`config.mk`:
```
export PLATFORM = sky130hd
export DESIGN_NAME = fde_sequencer_flat
export DESIGN_NICKNAME = d
export VERILOG_FILES = /design/src/rtl/fde_pkg.sv /design/src/rtl/fde_sequencer_if.sv /design/src/rtl/fde_pc_unit.sv /design/src/rtl/fde_sequencer.sv /design/src/flat_wrapper.sv
export SDC_FILE = /design/constraint.sdc
export NUM_CORES = 1
export LEC_CHECK = 0
export ABC_AREA = 1
export BUFFER_PORTS_ARGS = -buffer_cell sky130_fd_sc_hd__buf_2
export CAP_MARGIN = 30
export CORE_UTILIZATION = 54
export CTS_CLUSTER_SIZE = 16
export DETAILED_ROUTE_END_ITERATION = 10
export GPL_TIMING_DRIVEN = 0
export HOLD_SLACK_MARGIN = 0.08
export PLACE_DENSITY = 0.88
export SYNTH_ARGS = -nofsm -noshare
export SYNTH_HDL_FRONTEND = slang
export SYNTH_SLANG_ARGS = --single-unit
```
`constraint.sdc`:
```
create_clock -name clock -period 3.1 [get_ports clock]
set_input_delay 0.155 -clock clock [delete_from_list [all_inputs] [get_ports clock]]
set_output_delay 0.155 -clock clock [all_outputs]
set_load 0.005 [all_outputs]
```
`src/rtl/fde_pkg.sv`:
```
// Shared definitions for the fetch/decode/execute sequencer: opcodes, FSM
// state encoding, next-PC select and instruction field positions.
package fde_pkg;

  localparam int unsigned DEF_PC_W    = 16;
  localparam int unsigned DEF_INSTR_W = 40;
  localparam int unsigned DEF_OP_W    = 8;

  // Instruction layout: opcode[39:32], arg1[31:16], arg2[15:0]
  localparam int unsigned OP_MSB   = 39;
  localparam int unsigned OP_LSB   = 32;
  localparam int unsigned ARG1_MSB = 31;
  localparam int unsigned ARG1_LSB = 16;
  localparam int unsigned ARG2_MSB = 15;
  localparam int unsigned ARG2_LSB = 0;

  localparam logic [DEF_OP_W-1:0] OP_NOP  = 8'h00;
  localparam logic [DEF_OP_W-1:0] OP_JMP  = 8'h09;
  localparam logic [DEF_OP_W-1:0] OP_HALT = 8'hFF;

  typedef enum logic [2:0] {
    ST_IDLE,
    ST_FETCH,
    ST_DECODE,
    ST_EXECUTE,
    ST_UPDATE,
    ST_HALT
  } fde_state_t;

  typedef enum logic [1:0] {
    PC_HOLD,
    PC_INC,
    PC_JUMP
  } pc_sel_t;

endpackage

```
`src/rtl/fde_sequencer_if.sv`:
```
// ROM fetch and execute-unit handshake bundle between the sequencer (master)
// and the program ROM / execute unit (slave).
interface fde_sequencer_if #(
  parameter int unsigned PC_W    = 16,
  parameter int unsigned INSTR_W = 40,
  parameter int unsigned OP_W    = 8
);
  logic               rom_req;
  logic [PC_W-1:0]    rom_addr;
  logic [INSTR_W-1:0] rom_data;
  logic               rom_valid;
  logic               exec_start;
  logic               exec_done;
  logic [PC_W-1:0]    exec_result;
  logic [OP_W-1:0]    opcode;
  logic [15:0]        arg1;
  logic [15:0]        arg2;

  modport master (
    output rom_req, rom_addr, exec_start, opcode, arg1, arg2,
    input  rom_data, rom_valid, exec_done, exec_result
  );

  modport slave (
    input  rom_req, rom_addr, exec_start, opcode, arg1, arg2,
    output rom_data, rom_valid, exec_done, exec_result
  );
endinterface

```
`src/rtl/fde_pc_unit.sv`:
```
// Program counter register with wrap-around incrementer and next-PC mux
// (hold / increment / jump).
module fde_pc_unit
  import fde_pkg::*;
#(
  parameter int unsigned PC_W = 16
) (
  input  logic            i_clk,
  input  logic            i_rst_n,
  input  pc_sel_t         i_sel,
  input  logic [PC_W-1:0] i_jump,
  output logic [PC_W-1:0] o_pc
);

  logic [PC_W-1:0] r_pc;
  logic [PC_W-1:0] w_pc_next;

  always_comb begin
    w_pc_next = r_pc;
    case (i_sel)
      PC_INC:  w_pc_next = r_pc + PC_W'(1);
      PC_JUMP: w_pc_next = i_jump;
      default: w_pc_next = r_pc;
    endcase
  end

  always_ff @(posedge i_clk or negedge i_rst_n) begin
    if (!i_rst_n) begin
      r_pc <= '0;
    end else begin
      r_pc <= w_pc_next;
    end
  end

  assign o_pc = r_pc;

endmodule

```
`src/rtl/fde_sequencer.sv`:
```
// Multi-cycle fetch/decode/execute controller: owns PC and IR, fetches from
// ROM, starts the execute unit and selects the next PC.
// Optional: define FDE_DIRECT_JUMP_EN to resolve JMP in DECODE from arg1.
module fde_sequencer
  import fde_pkg::*;
#(
  parameter int unsigned PC_W    = DEF_PC_W,
  parameter int unsigned INSTR_W = DEF_INSTR_W,
  parameter int unsigned OP_W    = DEF_OP_W
) (
  input  logic              clock,
  input  logic              reset_n,
  input  logic              run,
  fde_sequencer_if.master   bus,
  output logic [PC_W-1:0]   pc,
  output logic              halted,
  output logic              busy
);

  fde_state_t         r_state;
  fde_state_t         w_state_next;
  logic [INSTR_W-1:0] r_ir;
  logic [PC_W-1:0]    r_jump;
  logic               r_exec_first;

  logic               w_ir_load;
  logic               w_jump_load;
  logic [PC_W-1:0]    w_jump_next;
  pc_sel_t            w_pc_sel;
  logic [OP_W-1:0]    w_opcode;

  assign w_opcode = r_ir[OP_MSB:OP_LSB];

  always_comb begin
    w_state_next = r_state;
    w_ir_load    = 1'b0;
    w_jump_load  = 1'b0;
    w_jump_next  = bus.exec_result;
    w_pc_sel     = PC_HOLD;
    case (r_state)
      ST_IDLE: begin
        if (run) w_state_next = ST_FETCH;
      end
      ST_FETCH: begin
        if (bus.rom_valid) begin
          w_ir_load    = 1'b1;
          w_state_next = ST_DECODE;
        end
      end
      ST_DECODE: begin
        if (w_opcode == OP_HALT) begin
          w_state_next = ST_HALT;
        end else if (w_opcode == OP_NOP) begin
          w_state_next = ST_UPDATE;
`ifdef FDE_DIRECT_JUMP_EN
        end else if (w_opcode == OP_JMP) begin
          w_jump_load  = 1'b1;
          w_jump_next  = PC_W'(r_ir[ARG1_MSB:ARG1_LSB]);
          w_state_next = ST_UPDATE;
`endif
        end else begin
          w_state_next = ST_EXECUTE;
        end
      end
      ST_EXECUTE: begin
        if (bus.exec_done) begin
          w_jump_load  = 1'b1;
          w_state_next = ST_UPDATE;
        end
      end
      ST_UPDATE: begin
        w_pc_sel     = (w_opcode == OP_JMP) ? PC_JUMP : PC_INC;
        w_state_next = run ? ST_FETCH : ST_IDLE;
      end
      ST_HALT: begin
        w_state_next = ST_HALT;
      end
      default: begin
        w_state_next = ST_IDLE;
      end
    endcase
  end

  always_ff @(posedge clock or negedge reset_n) begin
    if (!reset_n) begin
      r_state      <= ST_IDLE;
      r_ir         <= '0;
      r_jump       <= '0;
      r_exec_first <= 1'b0;
    end else begin
      r_state <= w_state_next;
      if (w_ir_load)   r_ir   <= bus.rom_data;
      if (w_jump_load) r_jump <= w_jump_next;
      // Marks only the first EXECUTE cycle so exec_start is a single pulse
      r_exec_first <= (w_state_next == ST_EXECUTE) && (r_state != ST_EXECUTE);
    end
  end

  fde_pc_unit #(
    .PC_W (PC_W)
  ) u_pc (
    .i_clk   (clock),
    .i_rst_n (reset_n),
    .i_sel   (w_pc_sel),
    .i_jump  (r_jump),
    .o_pc    (pc)
  );

  assign bus.rom_req    = (r_state == ST_FETCH);
  assign bus.rom_addr   = pc;
  assign bus.exec_start = (r_state == ST_EXECUTE) && r_exec_first;
  assign bus.opcode     = w_opcode;
  assign bus.arg1       = r_ir[ARG1_MSB:ARG1_LSB];
  assign bus.arg2       = r_ir[ARG2_MSB:ARG2_LSB];

  assign halted = (r_state == ST_HALT);
  assign busy   = (r_state == ST_FETCH)   || (r_state == ST_DECODE) ||
                  (r_state == ST_EXECUTE) || (r_state == ST_UPDATE);

endmodule

```
`src/flat_wrapper.sv`:
```
// flat-port wrapper written by rule: the top's interface ports become plain ports
module fde_sequencer_flat import fde_pkg::*;
#(
  parameter int unsigned PC_W    = DEF_PC_W,
  parameter int unsigned INSTR_W = DEF_INSTR_W,
  parameter int unsigned OP_W    = DEF_OP_W
)
  (clock, reset_n, run, pc, halted, busy, bus_rom_req, bus_rom_addr, bus_exec_start, bus_opcode, bus_arg1, bus_arg2, bus_rom_data, bus_rom_valid, bus_exec_done, bus_exec_result);
  fde_sequencer_if #(.PC_W(PC_W), .INSTR_W(INSTR_W), .OP_W(OP_W)) bus_i ();
  input  logic clock;
  input  logic reset_n;
  input  logic run;
  output logic [PC_W-1:0] pc;
  output logic halted;
  output logic busy;
  output wire logic [$bits(bus_i.rom_req)-1:0] bus_rom_req;
  output wire logic [$bits(bus_i.rom_addr)-1:0] bus_rom_addr;
  output wire logic [$bits(bus_i.exec_start)-1:0] bus_exec_start;
  output wire logic [$bits(bus_i.opcode)-1:0] bus_opcode;
  output wire logic [$bits(bus_i.arg1)-1:0] bus_arg1;
  output wire logic [$bits(bus_i.arg2)-1:0] bus_arg2;
  input wire logic [$bits(bus_i.rom_data)-1:0] bus_rom_data;
  input wire logic [$bits(bus_i.rom_valid)-1:0] bus_rom_valid;
  input wire logic [$bits(bus_i.exec_done)-1:0] bus_exec_done;
  input wire logic [$bits(bus_i.exec_result)-1:0] bus_exec_result;
  assign bus_rom_req = bus_i.rom_req;
  assign bus_rom_addr = bus_i.rom_addr;
  assign bus_exec_start = bus_i.exec_start;
  assign bus_opcode = bus_i.opcode;
  assign bus_arg1 = bus_i.arg1;
  assign bus_arg2 = bus_i.arg2;
  assign bus_i.rom_data = bus_rom_data;
  assign bus_i.rom_valid = bus_rom_valid;
  assign bus_i.exec_done = bus_exec_done;
  assign bus_i.exec_result = bus_exec_result;
  fde_sequencer #(.PC_W(PC_W), .INSTR_W(INSTR_W), .OP_W(OP_W)) u_core (.clock(clock), .reset_n(reset_n), .run(run), .bus(bus_i), .pc(pc), .halted(halted), .busy(busy));
endmodule
```
==> impl_metrics.py <==
metrics = {
    "power": {
        "seqPwrFrac_pct": 42.7,
        "power_density_nw_per_um2": 746,
        "p_leak_uw": 0.00285,
        "switchingPower_uw": 1380,
        "pwr-share-clk_pct": 17.2,
        "fin_total_pwr_uw": 3990,
        "p_comb_share_pct": 40.1,
        "swShare_pct": 34.5,
        "p_int_uw": 2610,
        "peakVddDrop_uv": 545,
    },
    "setup_path": {
        "startpoint_type": "register",
        "r2r_cells": 8,
        "timing.critical_path.required_ns": 3.34,
        "crit_type": "reg -> reg",
        "end_kind": "register",
        "cp.arrival_ns": 2.24,
        "crit_path_max_fanout": 7,
    },
    "yosys": {
        "synth.cell_area_um2": 3780,
        "synthArstFlopShare_pct": 100,
        "ys_seq_area_share_pct": 50.3,
        "yosysWarnings": 0,
        "synth_flop_cell": "dfrtp_1",
        "synth_top_area_share_pct": 50.3,
        "synth_cell_types": 29,
        "yosys.area.top_type": "dfrtp_1",
        "syn_nets": 438,
        "ys_top_cells_by_area": "dfrtp_1 (50%), mux2_4 (9.9%), nand2_1 (7.8%)",
        "syn_avg_cell_area_um2": 10.1,
        "synth_edf_count": 0,
        "synthCells": 376,
        "ys_ff_latch": 76,
    },
    "place": {
        "io_buffers": 136,
        "place_inst": 609,
        "dp_hpwl_mm": 6.40,
        "place_congestion": 0.917,
    },
    "sta": {
        "fmax_ghz": 0.501,
        "maxSlewViolCount": 0,
        "hold_violations": 0,
        "period_share_pct": 64.4,
        "finalCriticalPeriod_ns": 2.00,
        "relSlewSlack_pct": 53.6,
        "worst_slew_pin_slew_ns": 0.691,
        "rsz0062_at_grt": "no",
        "final.setup_skew_ns": 0.0113,
        "fin_setup_tns_ns": 0,
        "setup_violations": 0,
    },
    "grt": {
        "grt_pass1_vias": 3486,
        "grt.met2_usage_pct": 50.8,
        "track_usage_pct": 29.7,
        "use_met1_pct": 37.4,
        "globalRoute.totalOverflow": 0,
        "grt-busiest-layer": "met2",
        "grt_pass1_wl_mm": 16.7,
        "antenna_found_initial": 0,
        "grt_max_degree": 64,
        "grtUsageMet3_pct": 5.87,
    },
    "finish": {
        "nets": 642,
        "n_antenna_cell": 0,
        "drive_above_1_share_pct": 41.2,
        "instances_no_fill": 681,
        "nFillCells": 415,
        "final_util_pct": 78.7,
        "area_growth_pct": 41.4,
    },
    "clock_tree": {
        "root_buffer": "clkbuf_8",
        "htreeDepth": 3,
        "post-cts-setup-buffers": 0,
        "cts_tree": "done",
        "numCtsBuffers": 9,
        "cts_buffer_depth": 2,
        "clkSlewWorstSetupHoldPaths_ns": 0.08,
        "clock_latency_ns": 0.35,
        "clock-sinks": 76,
    },
    "flow_run": {
        "cap_violations": 0,
    },
    "min_path": {
        "hold_depth": 3,
        "min_path_type": "in -> reg",
    },
    "routing": {
        "wl_per_cell_um": 15.5,
        "drc_errors": 0,
        "via_count": 3465,
        "totalWireLength_mm": 10.5,
        "vias_per_cell": 5.09,
        "postRouteAntennaNets": 0,
        "drtIter0Drc": 222,
        "drtPass1Iterations": 4,
    },
    "floorplan": {
        "core-area_um2": 6790,
        "start_util_pct": 55.6,
        "rows": 30,
        "die_w_um": 85.7,
        "die_height_um": 85.7,
        "ios": 137,
        "fp.dieArea_um2": 7340,
    },
    "outcome": {
        "status": "completed",
    },
}
cells by family after synthesis:
logic type               count (synthesis)  share of synthesized area [%]
adder cells (fa/ha/maj)                  1                          0.331
XOR/XNOR                                 3                          0.695
AND/OR/NAND/NOR                        171                           20.2
AO/OA/AOI/OAI                           19                           2.71
flip-flops                              76                           50.3
buffers and inverters                   56                           8.34
multiplexers                            50                           17.4
routing by layer:
layer	up-vias	part of all wire [%]
li1	1622	-
met1	1653	41
met2	168	50
met3	22	6.9
met4	0	2.3
met5	-	0
state kept, by name, summed over array words and instances (netlist names):
| register | count |
|---|---|
| u_core.r_jump | 16 |
| u_core.r_exec_first | 1 |
| u_core.u_pc.o_pc | 16 |
| u_core.r_state | 3 |
| u_core.r_ir | 40 |
cells in the mapped netlist (all sizes together) (3+ instances only):
cell type and n:
nand2 81, dfrtp 76, mux2 50, nor2 46
inv 31, nand3 27, buf 25, o21ai 10
a21oi 6, nand4 5, nor3 5, nand3b 4
o211ai 3, or2 3
cell type report:
class / instances / area, um2 / area share, %
Sequential cell: 76 / 1900 / 35.6
Multi-Input combinational cell: 244 / 1560 / 29.2
Timing Repair Buffer: 193 / 1270 / 23.8
Buffer: 25 / 199 / 3.72
Clock buffer: 10 / 138 / 2.57
Tap cell: 96 / 120 / 2.25
Inverter: 31 / 116 / 2.18
Clock inverter: 6 / 37.5 / 0.702
path summary, 6_finish.rpt:
path	startpoint	to	slack, ns
max in group asynchronous	reset_n	u_core.r_ir[14]	2.35
min in group asynchronous	reset_n	u_core.u_pc.o_pc[12]	0.20
worst min register to register	u_core.r_ir[6]	u_core.r_ir[6]	0.51
worst max register to register	u_core.u_pc.o_pc[0]	u_core.u_pc.o_pc[8]	1.10
worst min-delay path	run	u_core.r_state[0]	0.12
worst max-delay path	u_core.u_pc.o_pc[0]	u_core.u_pc.o_pc[8]	1.10
layout by cell type, fill, tap and decap left out, types with 9 or more instances in the layout:
| cell | instances |
|---|---|
| buf_2 | 138 |
| nand2_1 | 79 |
| dfrtp_1 | 76 |
| dlygate4sd3_1 | 56 |
| nor2_1 | 42 |
| inv_1 | 27 |
| nand3_1 | 26 |
| mux2_4 | 25 |
| mux2_2 | 25 |
| buf_4 | 18 |
| clkbuf_8 | 10 |
| o21ai_0 | 9 |
worst max-delay path: stages (launching register included):
cell and delay, ns:
dfrtp_1 0.47, ha_1 0.21, nand2_1 0.12, nor3_1 0.61
nand2_1 0.12, nand2_1 0.12, nand3_1 0.10, nand2_1 0.10
inv_1 0.05
metrics by stage:
step                      hold WS [ns]  setup WS [ns]  cell area [um2]
after floorplan                 -0.141           1.57             3780
after global placement           0.385           1.29             4580
after detailed placement        0.0238           1.15             4610
after CTS                       0.0913           1.13             5350
after global routing             0.125          0.877             5350
final                            0.118           1.10             5350
power by group through the flow:
stage | sequential (uW) | clock (uW) | combinational (uW)
final | 1700 | 687 | 1600
after detailed placement | 1670 | 0 | 1480
after global routing | 1740 | 734 | 1720
after CTS | 1680 | 683 | 1540
after global placement | 1670 | 0 | 1410
after floorplan | 1670 | 0 | 921
timing repair:
action,in CTS,in global routing
setup endpoints to repair,0,0
resized for setup,0,0
hold endpoints to repair,131,0
hold buffers,56,0
Note: power is estimated with default switching activity, not from simulation.
